<file path="src/rtl/exec_sequencer.sv">
// Multi-cycle control sequencer for the 8-bit ALU + register-file datapath.
// Takes 8085-style opcodes (plus an immediate byte for MVI) and sequences DEC/RD/WB control.
module exec_sequencer #(
  parameter int DATASIZE = 8,
  parameter int REGADDR  = 3,
  parameter int ACCADDR  = 7
) (
  input  logic                clk,
  input  logic                rst,
  input  logic                ivld,
  output logic                irdy,
  input  logic [DATASIZE-1:0] idat,
  output logic [DATASIZE-1:0] imm,
  output logic [REGADDR-1:0]  r1add,
  output logic [REGADDR-1:0]  r2add,
  output logic                r1enb,
  output logic                r2enb,
  output logic [REGADDR-1:0]  waddr,
  output logic                wrenb,
  output logic                flenb,
  output logic                fkeepc,
  output logic [3:0]          aluop,
  output logic [1:0]          wsrc,
  output logic                done,
  output logic                ill,
  output logic                halt
);

  typedef enum logic [2:0] {
    S_IDLE,
    S_DEC,
    S_IMM,
    S_RD,
    S_WB,
    S_HALT
  } state_t;

  typedef enum logic [2:0] {
    K_NOP,
    K_HLT,
    K_MOV,
    K_ALU,
    K_INR,
    K_DCR,
    K_MVI,
    K_ILL
  } kind_t;

  localparam logic [REGADDR-1:0] ACC      = REGADDR'(ACCADDR);
  localparam logic [2:0]         M_OPND   = 3'b110;
  localparam logic [1:0]         WSRC_ALU = 2'b00;
  localparam logic [1:0]         WSRC_IMM = 2'b01;
  localparam logic [1:0]         WSRC_R1  = 2'b10;

  state_t              state;
  state_t              state_nx;
  kind_t               kind;
  logic [DATASIZE-1:0] op;
  logic [DATASIZE-1:0] imm_q;
  logic [2:0]          ddd;
  logic [2:0]          sss;
  logic                xfer;

  assign ddd  = op[5:3];
  assign sss  = op[2:0];
  assign xfer = ivld && irdy;
  assign imm  = imm_q;

  // Instruction classification from the latched opcode; anything touching
  // the memory operand (M) or outside the supported subset is illegal.
  always_comb begin
    kind = K_ILL;
    case (op[7:6])
      2'b00: begin
        if (op == '0) begin
          kind = K_NOP;
        end else if (ddd != M_OPND) begin
          case (sss)
            3'b100:  kind = K_INR;
            3'b101:  kind = K_DCR;
            3'b110:  kind = K_MVI;
            default: kind = K_ILL;
          endcase
        end
      end
      2'b01: begin
        if (op == DATASIZE'(8'h76)) begin
          kind = K_HLT;
        end else if (ddd != M_OPND && sss != M_OPND) begin
          kind = K_MOV;
        end
      end
      2'b10: begin
        if (sss != M_OPND) begin
          kind = K_ALU;
        end
      end
      default: kind = K_ILL;
    endcase
  end

  // NOTE: sequential state uses non-blocking assignments so every register
  // samples the pre-edge values regardless of block evaluation order.
  always_ff @(posedge clk) begin
    if (rst) begin
      state <= S_IDLE;
      op    <= '0;
      imm_q <= '0;
    end else begin
      state <= state_nx;
      if (xfer && state == S_IDLE) begin
        op <= idat;
      end
      if (xfer && state == S_IMM) begin
        imm_q <= idat;
      end
    end
  end

  // NOTE: every output and next-state value gets a default before the case,
  // so no path leaves a variable unassigned and no latch is inferred.
  always_comb begin
    state_nx = state;
    irdy     = 1'b0;
    halt     = 1'b0;
    done     = 1'b0;
    ill      = 1'b0;
    r1add    = '0;
    r2add    = '0;
    r1enb    = 1'b0;
    r2enb    = 1'b0;
    waddr    = '0;
    wrenb    = 1'b0;
    flenb    = 1'b0;
    fkeepc   = 1'b0;
    aluop    = 4'b0000;
    wsrc     = WSRC_ALU;

    case (state)
      S_IDLE: begin
        irdy = 1'b1;
        if (xfer) begin
          state_nx = S_DEC;
        end
      end

      S_DEC: begin
        case (kind)
          K_NOP: begin
            done     = 1'b1;
            state_nx = S_IDLE;
          end
          K_HLT:   state_nx = S_HALT;
          K_MVI:   state_nx = S_IMM;
          K_ILL: begin
            ill      = 1'b1;
            state_nx = S_IDLE;
          end
          default: state_nx = S_RD;
        endcase
      end

      S_IMM: begin
        irdy = 1'b1;
        if (xfer) begin
          state_nx = S_WB;
        end
      end

      S_RD:    state_nx = S_WB;

      S_WB: begin
        done     = 1'b1;
        state_nx = S_IDLE;
      end

      S_HALT: begin
        halt     = 1'b1;
        state_nx = S_HALT;
      end

      default: state_nx = S_IDLE;
    endcase

    // Read ports are held through write-back so the datapath sees stable operands.
    if (state == S_RD || state == S_WB) begin
      case (kind)
        K_MOV: begin
          r1add = REGADDR'(sss);
          r1enb = 1'b1;
        end
        K_ALU: begin
          r1add = ACC;
          r2add = REGADDR'(sss);
          r1enb = 1'b1;
          r2enb = 1'b1;
        end
        K_INR, K_DCR: begin
          r1add = REGADDR'(ddd);
          r1enb = 1'b1;
        end
        default: ;
      endcase
    end

    if (state == S_WB) begin
      case (kind)
        K_MOV: begin
          waddr = REGADDR'(ddd);
          wrenb = 1'b1;
          wsrc  = WSRC_R1;
        end
        K_MVI: begin
          waddr = REGADDR'(ddd);
          wrenb = 1'b1;
          wsrc  = WSRC_IMM;
        end
        K_ALU: begin
          aluop = {1'b0, ddd};
          flenb = 1'b1;
          waddr = ACC;
          wsrc  = WSRC_ALU;
          // CMP only updates flags; the accumulator is left untouched.
          wrenb = (ddd != 3'b111);
        end
        K_INR, K_DCR: begin
          aluop  = (kind == K_INR) ? 4'b1000 : 4'b1001;
          flenb  = 1'b1;
          fkeepc = 1'b1;
          waddr  = REGADDR'(ddd);
          wrenb  = 1'b1;
          wsrc   = WSRC_ALU;
        end
        default: ;
      endcase
    end
  end

endmodule
</file>
<file path="config.mk">
export PLATFORM = sky130hd
export DESIGN_NAME = exec_sequencer
export DESIGN_NICKNAME = d
export VERILOG_FILES = /design/src/rtl/exec_sequencer.sv
export SDC_FILE = /design/constraint.sdc
export NUM_CORES = 1
export LEC_CHECK = 0
export ABC_AREA = 1
export CELL_PAD_IN_SITES_DETAIL_PLACEMENT = 1
export CELL_PAD_IN_SITES_GLOBAL_PLACEMENT = 1
export CORE_ASPECT_RATIO = 1.1
export CORE_UTILIZATION = 27
export DETAILED_ROUTE_END_ITERATION = 16
export GPL_TIMING_DRIVEN = 0
export PLACE_DENSITY_LB_ADDON = 0.1
export REMOVE_ABC_BUFFERS = 1
export SYNTH_ARGS = -nofsm -noshare
export SYNTH_HDL_FRONTEND = slang
export SYNTH_SLANG_ARGS = --single-unit
</file>
<file path="constraint.sdc">
create_clock -name clk -period 1.5 [get_ports clk]
set_input_delay 0.3 -clock clk [delete_from_list [all_inputs] [get_ports clk]]
set_output_delay 0.3 -clock clk [all_outputs]
set_load 0.01 [all_outputs]
</file>
* Word-level counts from Yosys, hierarchy flattened
Index checks and enable logic that the tools add are counted.
** Word-level totals
- Flip-flop bits (word level) :: 19
- Input bits :: 11
- Logic and storage cells :: 80
** Operators by class
- Reduce and logical (&&, ||, !) cells :: 16
- Eq/ne operators :: 23
- Multiplexer cells :: 38
** Operators by type and width (number)
- $mux W3 :: 10
- $eq A3 B3 Y1 const B :: 9
- $pmux W3 S3 :: 3
- $mux W1 :: 15
- $pmux W3 S5 :: 1
- $eq A3 B2 Y1 const B :: 4
- $ne A3 B3 Y1 const B :: 3
- $eq A8 B7 Y1 const B :: 1
- $logic_not A8 Y1 :: 1
- $pmux W4 S2 :: 1
- $reduce_or A4 Y1 :: 2
- $eq A3 B1 Y1 const B :: 2
- $logic_not A3 Y1 :: 2
- $pmux W2 S3 :: 1
- $pmux W3 S2 :: 1
- $reduce_or A2 Y1 :: 3
- $logic_and A1 B1 Y1 :: 4
- $mux W2 :: 2
- $mux W4 :: 1
- $ne A2 B2 Y1 const B :: 2
- $pmux W1 S2 :: 2
- $pmux W2 S2 :: 1
- $reduce_or A3 Y1 :: 1
- $eq A2 B1 Y1 const B :: 1
- 4 further kinds :: 4

* Longest topological paths before layout
Gate-level depths: netlist of the first run.
- Depth after elaboration :: 9
- Gate-level depth with buffers :: 11
- Mapped depth without buffers :: 11

* Worst setup path after synthesis of the first run
Ideal clock, no wire load.
- Path type :: reg2out
- Start point :: register op[0]
- End point :: output waddr[0]
- Cell stages (with the launch flop) :: 10
- Data arrival time :: 1.356 ns
- Path slack :: -0.156 ns
- Path through :: dfxtp_1 > inv_1 > nand3_1 > nand2_2 > nand2_2 > nor2_2 > nor2_8 > nand2_2 > o21ai_2 > o21ai_0
** Between the ends
- Word-level cells in the longest chain between the ends :: 9
** Ends and longest elaborated chain
- start: declaration :: RTL line 58 : logic [DATASIZE-1:0] op;
- start signal: assignment :: RTL line 112 : op <= idat;
- $eq A3 B3 Y1 / $ne A3 B3 Y1 (equally long branches) :: RTL line 78, 89, 94
- $pmux W2 S3 / $logic_and A1 B1 Y1 (equally long branches) :: RTL line 78, 89
- $mux W2 / $mux W3 (equally long branches) :: RTL line 77, 89
- $mux W3 (on tied branches) :: RTL line 75, 87
- $pmux W3 S3 * :: RTL line 73 : case (op[7:6])
- $eq A3 B3 Y1 / $eq A3 B2 Y1 (equally long branches) :: RTL line 207 : case (kind)
- $reduce_or A4 Y1 (no source line)
- $pmux W3 S2 * :: RTL line 207
- $mux W3 * :: RTL line 206 : if (state == S_WB) begin
- end: declaration :: RTL line 18 : output logic [REGADDR-1:0] waddr,
Every way passes the cells marked *; elsewhere a longest branch is shown, timed or not.

* Final worst setup path of the first run
- Start point :: register op[0]
- End point :: output flenb
** Between the ends
- Word-level cells in the longest chain between the ends :: 9
** Ends and longest elaborated chain
- $eq A3 B3 Y1 / $ne A3 B3 Y1 (equally long branches) :: RTL line 78, 89, 94
- $pmux W2 S3 / $logic_and A1 B1 Y1 (equally long branches) :: RTL line 78, 89
- $mux W2 / $mux W3 (equally long branches) :: RTL line 77, 89
- $mux W3 (on tied branches) :: RTL line 75, 87
- $pmux W3 S3 * :: RTL line 73
- $eq A3 B3 Y1 / $eq A3 B2 Y1 (equally long branches) :: RTL line 207
- $reduce_or A3 Y1 (no source line) *
- $mux W1 * :: RTL line 207
- $mux W1 * :: RTL line 206
- end: declaration :: RTL line 20 : output logic flenb,
Marked as above.

==> results.yml, run 1 <==
die:
  die_y_um: 73.3
  design.portCount: 43
  die-area_um2: 4900
  core_area_um2: 4380
  die_w_um: 66.8
  initial_core_util: 0.285
  num_rows: 25
worst_setup_path:
  cp-start-kind: "register"
  worstPathRequired_ns: 1.20
  r2r_cells: 11
  worstPathArrival_ns: 1.79
  crit_path_end_kind: "primary output"
  cp_max_fo: 4
  critPathKind: "register to primary output"
clocking:
  cts.path.max_buffers: 2
  clk_latency_ns: 0.25
  cts.sinks: 19
  cts_tree: "done"
  path_clk_slew_ns: 0.07
  clockRootBuffer: "clkbuf_8"
  htree_levels: 1
  cts_buffers: 3
  postCtsHoldBufs: 0
synthesis:
  synth_edf_count: 0
  synthArstFlopShare: 0
  synth-seq-cells: 19
  seq_area_frac_synth: 0.305
  synth_warnings: 0
  yosys.area.top_type: "dfxtp_1"
  synth.distinct_cells: 24
  syn_area_um2: 1250
  syn_inst: 198
  synth_ff_type: "dfxtp_1"
  synth_area_per_cell_um2: 6.30
  synthTopCellsByArea: "dfxtp_1 (30%), nor2_1 (14%), o21ai_0 (9.2%)"
  synth_top_area_share: 0.305
status:
  status: "finished, violations left"
  failed_checks: "setup timing"
sta:
  slew_viol_final: 0
  fmax_mhz: 479
  worst_slew_margin_rel: 0.721
  skew_ns: 0.00237
  hold-worst-slack_ns: 0.486
  hold_viol: 0
  layout_min_cycle_time_ns: 2.09
  rsz0062_at_grt: "yes"
  min_period_over_period: 1.39
  worst_slew_pin_slew_ns: 0.414
  layout_setup_ws_ns: -0.586
  setup_viol: 22
route:
  avgRoutedWirePerCell_um: 13.3
  drc: 0
  drt_iter0_markers: 37
  vias: 1469
  routed_via_density: 4.53
  first_pass_iters: 4
  drt-total-wl_mm: 4.32
  postRouteAntennaNets: 0
pwr:
  p_per_area_nw_per_um2: 1230
  totalPowerFinal_mw: 2.72
  vdd_drop_max_uv: 540
  power.leakage_nw: 0.979
finish:
  syn_to_final_growth_pct: 77.5
  drive_above_1_share: 0.522
  instances_no_fill: 324
  fin_nets: 282
  final_area_um2: 2210
  antennaDiodeCount: 0
hold_path:
  hold_class: "register to register"
  hold_depth: 2
place:
  dp_slack_ns: -0.881
  dpl_cell_area_um2: 1730
  io_buffer_count: 42
  place_inst: 292
  dpl.hpwl_mm: 2.90
  gp_congestion: 0.806
global_route:
  track_usage: 0.187
  overflow: 0
  antenna_found_initial: 0
  grt_pass1_wl_mm: 7.00
  grt_max_degree: 18
  grt_pass1_vias: 1499
job:
  max_cap_violations: 0
synthesized netlist by cell type, types with 2 or more instances:
library cell,number
a21oi_1,12
dfxtp_1,19
inv_1,23
inv_2,2
nand2_1,30
nand2_2,8
nand3_1,13
nand3_2,3
nand3_4,2
nor2_1,48
nor2_2,2
nor2_4,2
o21ai_0,23
state kept, by name, indices dropped and copies added (netlist names):
register / cells
imm: 8
op: 8
state: 3
critical path, cell delays in order, from the launching register on:
cell	delay, ns
dfxtp_4	0.37
inv_4	0.07
nand2_2	0.06
nor2_2	0.13
nand2_2	0.09
nand2_4	0.08
nand2_2	0.06
nor2_4	0.13
buf_6	0.14
buf_4	0.10
nand2_2	0.06
a21oi_2	0.11
buf_2	0.13
stage by stage:
stage / util / setup TNS (ns)
6_report: 0.506 / -11.33
5_1_grt: 0.506 / -13.67
4_1_cts: 0.459 / -11.24
3_5_place_dp: 0.394 / -20.38
3_3_place_gp: 0.394 / -19.56
2_1_floorplan: - / -1.85
logic make-up after synthesis:
logic type / count (synthesis) / synth area share
DFF: 19 / 0.305
and+or+nand+nor: 112 / 0.445
buffers and inverters: 29 / 0.0903
AOI/OAI and AO/OA: 38 / 0.159
path summary, 6_finish.rpt:
path         startpoint  slack (ns)        to
min              imm[7]        0.49    imm[7]
max reg2reg       op[0]        0.01  state[1]
min reg2reg      imm[7]        0.49    imm[7]
max               op[0]       -0.59     flenb
final cells by class:
cell class / instances / area [µm²]
fillers: 566 / 2160
multi-input cells: 150 / 1010
repair buffers: 70 / 559
flip-flops and latches: 19 / 412
inverters: 27 / 123
well taps: 54 / 67.6
clock buffers: 4 / 45.0
what timing repair did:
| item | in CTS | in global routing |
|---|---|---|
| buffers inserted | 20 | 8 |
| gates resized for setup | 159 | 46 |
| setup endpoints to repair | 28 | 41 |
| pin swaps | 18 | 22 |
cell usage in the layout, fill, tap and decap left out, drive strengths merged:
cell            n
buf            48
nand2          38
nand4           1
clkdlybuf4s50  18
a31oi           1
o21ai          24
nor2           53
inv            26
clkbuf          5
dfxtp          19
clkinv          1
clkdlybuf4s15   3
nand3          18
a21oi          13
nor3            2
power breakdown:
part	switching, mW	leakage, nW	internal [mW]
registers	0.122	0.162	0.598
logic	0.955	0.795	0.693
clock network	0.167	0.0228	0.189
total	1.24	0.979	1.48
per-layer routing:
| layer | up-vias | wire length, µm | global-route usage |
|---|---|---|---|
| li1 | 783 | - | - |
| met1 | 651 | 1830 | 0.233 |
| met2 | 31 | 2320 | 0.338 |
| met3 | 4 | 131 | 0.0202 |
| met4 | 0 | 38 | 0.0496 |
| met5 | - | 0 | 0 |
Note: power is estimated with default switching activity, not from simulation.
==> inputs of run 2 (changes only) <==
--- a/config.mk
+++ b/config.mk
@@ -12,8 +12,10 @@
 export CORE_UTILIZATION = 27
 export DETAILED_ROUTE_END_ITERATION = 16
 export GPL_TIMING_DRIVEN = 0
+export HOLD_SLACK_MARGIN = 0.02
 export PLACE_DENSITY_LB_ADDON = 0.1
 export REMOVE_ABC_BUFFERS = 1
+export SKIP_CTS_REPAIR_TIMING = 1
 export SYNTH_ARGS = -nofsm -noshare
 export SYNTH_HDL_FRONTEND = slang
 export SYNTH_SLANG_ARGS = --single-unit
==> run 2 against run 1 <==
Compared with the run above:
- the run still ends with setup timing left
- final cell count shrank 0.31%
- count of clock-buffer cells in the layout is the same
- critical path depth is the same
- routed wire length shrank 3.0%
- clock skew grew 0.0021 ns
- total power shrank 3.8%
- sequential cell count is the same
==> results.yml, run 2 (synthesis gave the netlist of run 1 again) <==
finish:
  final_area_um2: 2160
  syn_to_final_growth_pct: 72.9
  fillers: 575
  layout_commonest_cell: "nor2_1"
  final_cell_mix: "nor2_1 (35), buf_4 (19), clkdlybuf4s50_1 (18)"
  multi_input_area_um2: 960
  fin_nets: 281
  antennaDiodeCount: 0
  drive_above_1_share: 0.502
  regArea_um2: 408
pwr:
  combinationalPowerShare: 0.589
  vdd_drop_max_uv: 628
  power.leakage_nw: 0.974
  seq_power_share: 0.271
  power.share.clock: 0.140
  switching_share: 0.454
  p_int_mw: 1.43
  p_per_area_nw_per_um2: 1220
  totalPowerFinal_mw: 2.62
  switching_power_mw: 1.19
worst_setup_path:
  r2r_cells: 11
  r2r-end: "state[1]"
  r2r_setup_slack_ns: 0.04
  worstReg2RegStart: "op[7]"
  cp-start-kind: "register"
  crit_path_end_kind: "primary output"
  cp_max_fo: 5
  critPathKind: "register to primary output"
  worstPathRequired_ns: 1.20
  cp-endpoint: "waddr[0]"
  worstPathArrival_ns: 1.83
  crit_start: "op[7]"
clocking:
  path_clk_slew_ns: 0.07
  cts_buffers: 3
  cts_tree: "done"
  clk_latency_ns: 0.26
  cts.path.max_buffers: 2
  clockRootBuffer: "clkbuf_8"
  cts.sinks: 19
  htree_levels: 1
sta:
  skew_ns: 0.00446
  min_period_over_period: 1.42
  layout_setup_ws_ns: -0.633
  rsz0062_at_grt: "yes"
  fmax_mhz: 469
  hold_viol: 0
  slew_viol_final: 0
  setup_viol: 22
  layout_min_cycle_time_ns: 2.13
  worst_slew_pin_slew_ns: 0.413
  worst_slew_margin_rel: 0.724
route:
  routed_via_density: 4.59
  routed-wl-met3_um: 133
  vias: 1484
  avgRoutedWirePerCell_um: 13.0
  postRouteAntennaNets: 0
  first_pass_iters: 4
  drc: 0
  drt-total-wl_mm: 4.19
  met2WireLength_mm: 2.16
  met1_length_mm: 1.83
  drt_iter0_markers: 40
  top_layer_used: "met4"
hold_path:
  hold_class: "register to register"
job:
  max_cap_violations: 0
die:
  die_y_um: 73.3
  initial_core_util: 0.285
  num_rows: 25
  die_w_um: 66.8
  design.portCount: 43
  die-area_um2: 4900
  core_area_um2: 4380
status:
  status: "finished, violations left"
  failed_checks: "setup timing"
place:
  dpl_cell_area_um2: 1730
  dp_slack_ns: -0.881
  gp_congestion: 0.806
  dpl.hpwl_mm: 2.90
  io_buffer_count: 42
global_route:
  antenna_found_initial: 0
  grt_pass1_wl_mm: 5.95
  overflow: 0
  track_usage: 0.160
  grt_pass1_vias: 1294
  grt_max_degree: 18
[run 2: worst min path at each step]
stage,startpoint,to,slack (ns),cells past startpoint
5_1_grt,imm[2],imm[2],0.53,2
3_5_place_dp,imm[6],imm[6],0.48,2
2_1_floorplan,rst,state[1],0.37,1
4_1_cts,imm[6],imm[6],0.49,2
6_report,imm[7],imm[7],0.49,2
3_3_place_gp,imm[7],imm[7],0.47,2
[run 2: area by class of cell]
type / count / area share
Tap cell: 54 / 0.0313
Inverter: 27 / 0.0568
Clock buffer: 4 / 0.0209
Sequential cell: 19 / 0.189
Timing Repair Buffer: 69 / 0.257
Multi-Input combinational cell: 150 / 0.445
[run 2: power by group through the flow]
stage                     sequential (mW)  clock [mW]  combinational (mW)
after floorplan                     0.668           0               0.737
after global placement              0.678           0                1.03
after detailed placement            0.678           0                1.04
after CTS                           0.667       0.370                1.04
after global routing                0.726       0.396                1.69
final                               0.711       0.367                1.54
[run 2: worst max-delay path, stage by stage, from the launching register on]
cell and delay [ns]:
dfxtp_4 0.37, inv_6 0.08, nand2_4 0.05, nor2_4 0.11, nand2_2 0.06, nand2_2 0.08, nand2_2 0.07, nor2_4 0.16
buf_6 0.13, buf_6 0.10, o21ai_4 0.07, o21ai_2 0.14, buf_2 0.14
[run 2: per-stage QoR]
stage	hold slack, ns	utilization	setup TNS [ns]	instances
after floorplan	0.369	-	-1.85	196
after global placement	0.468	0.394	-19.56	292
after detailed placement	0.477	0.394	-20.38	292
after CTS	0.493	0.405	-24.16	296
after global routing	0.527	0.493	-14.28	323
final	0.485	0.493	-11.89	323
[run 2: metal layers]
metal / global-route usage / up-vias
met5: 0 / -
met1: 0.209 / 674
met3: 0.0217 / 5
met4: 0.0496 / 0
met2: 0.268 / 31
li1: - / 774
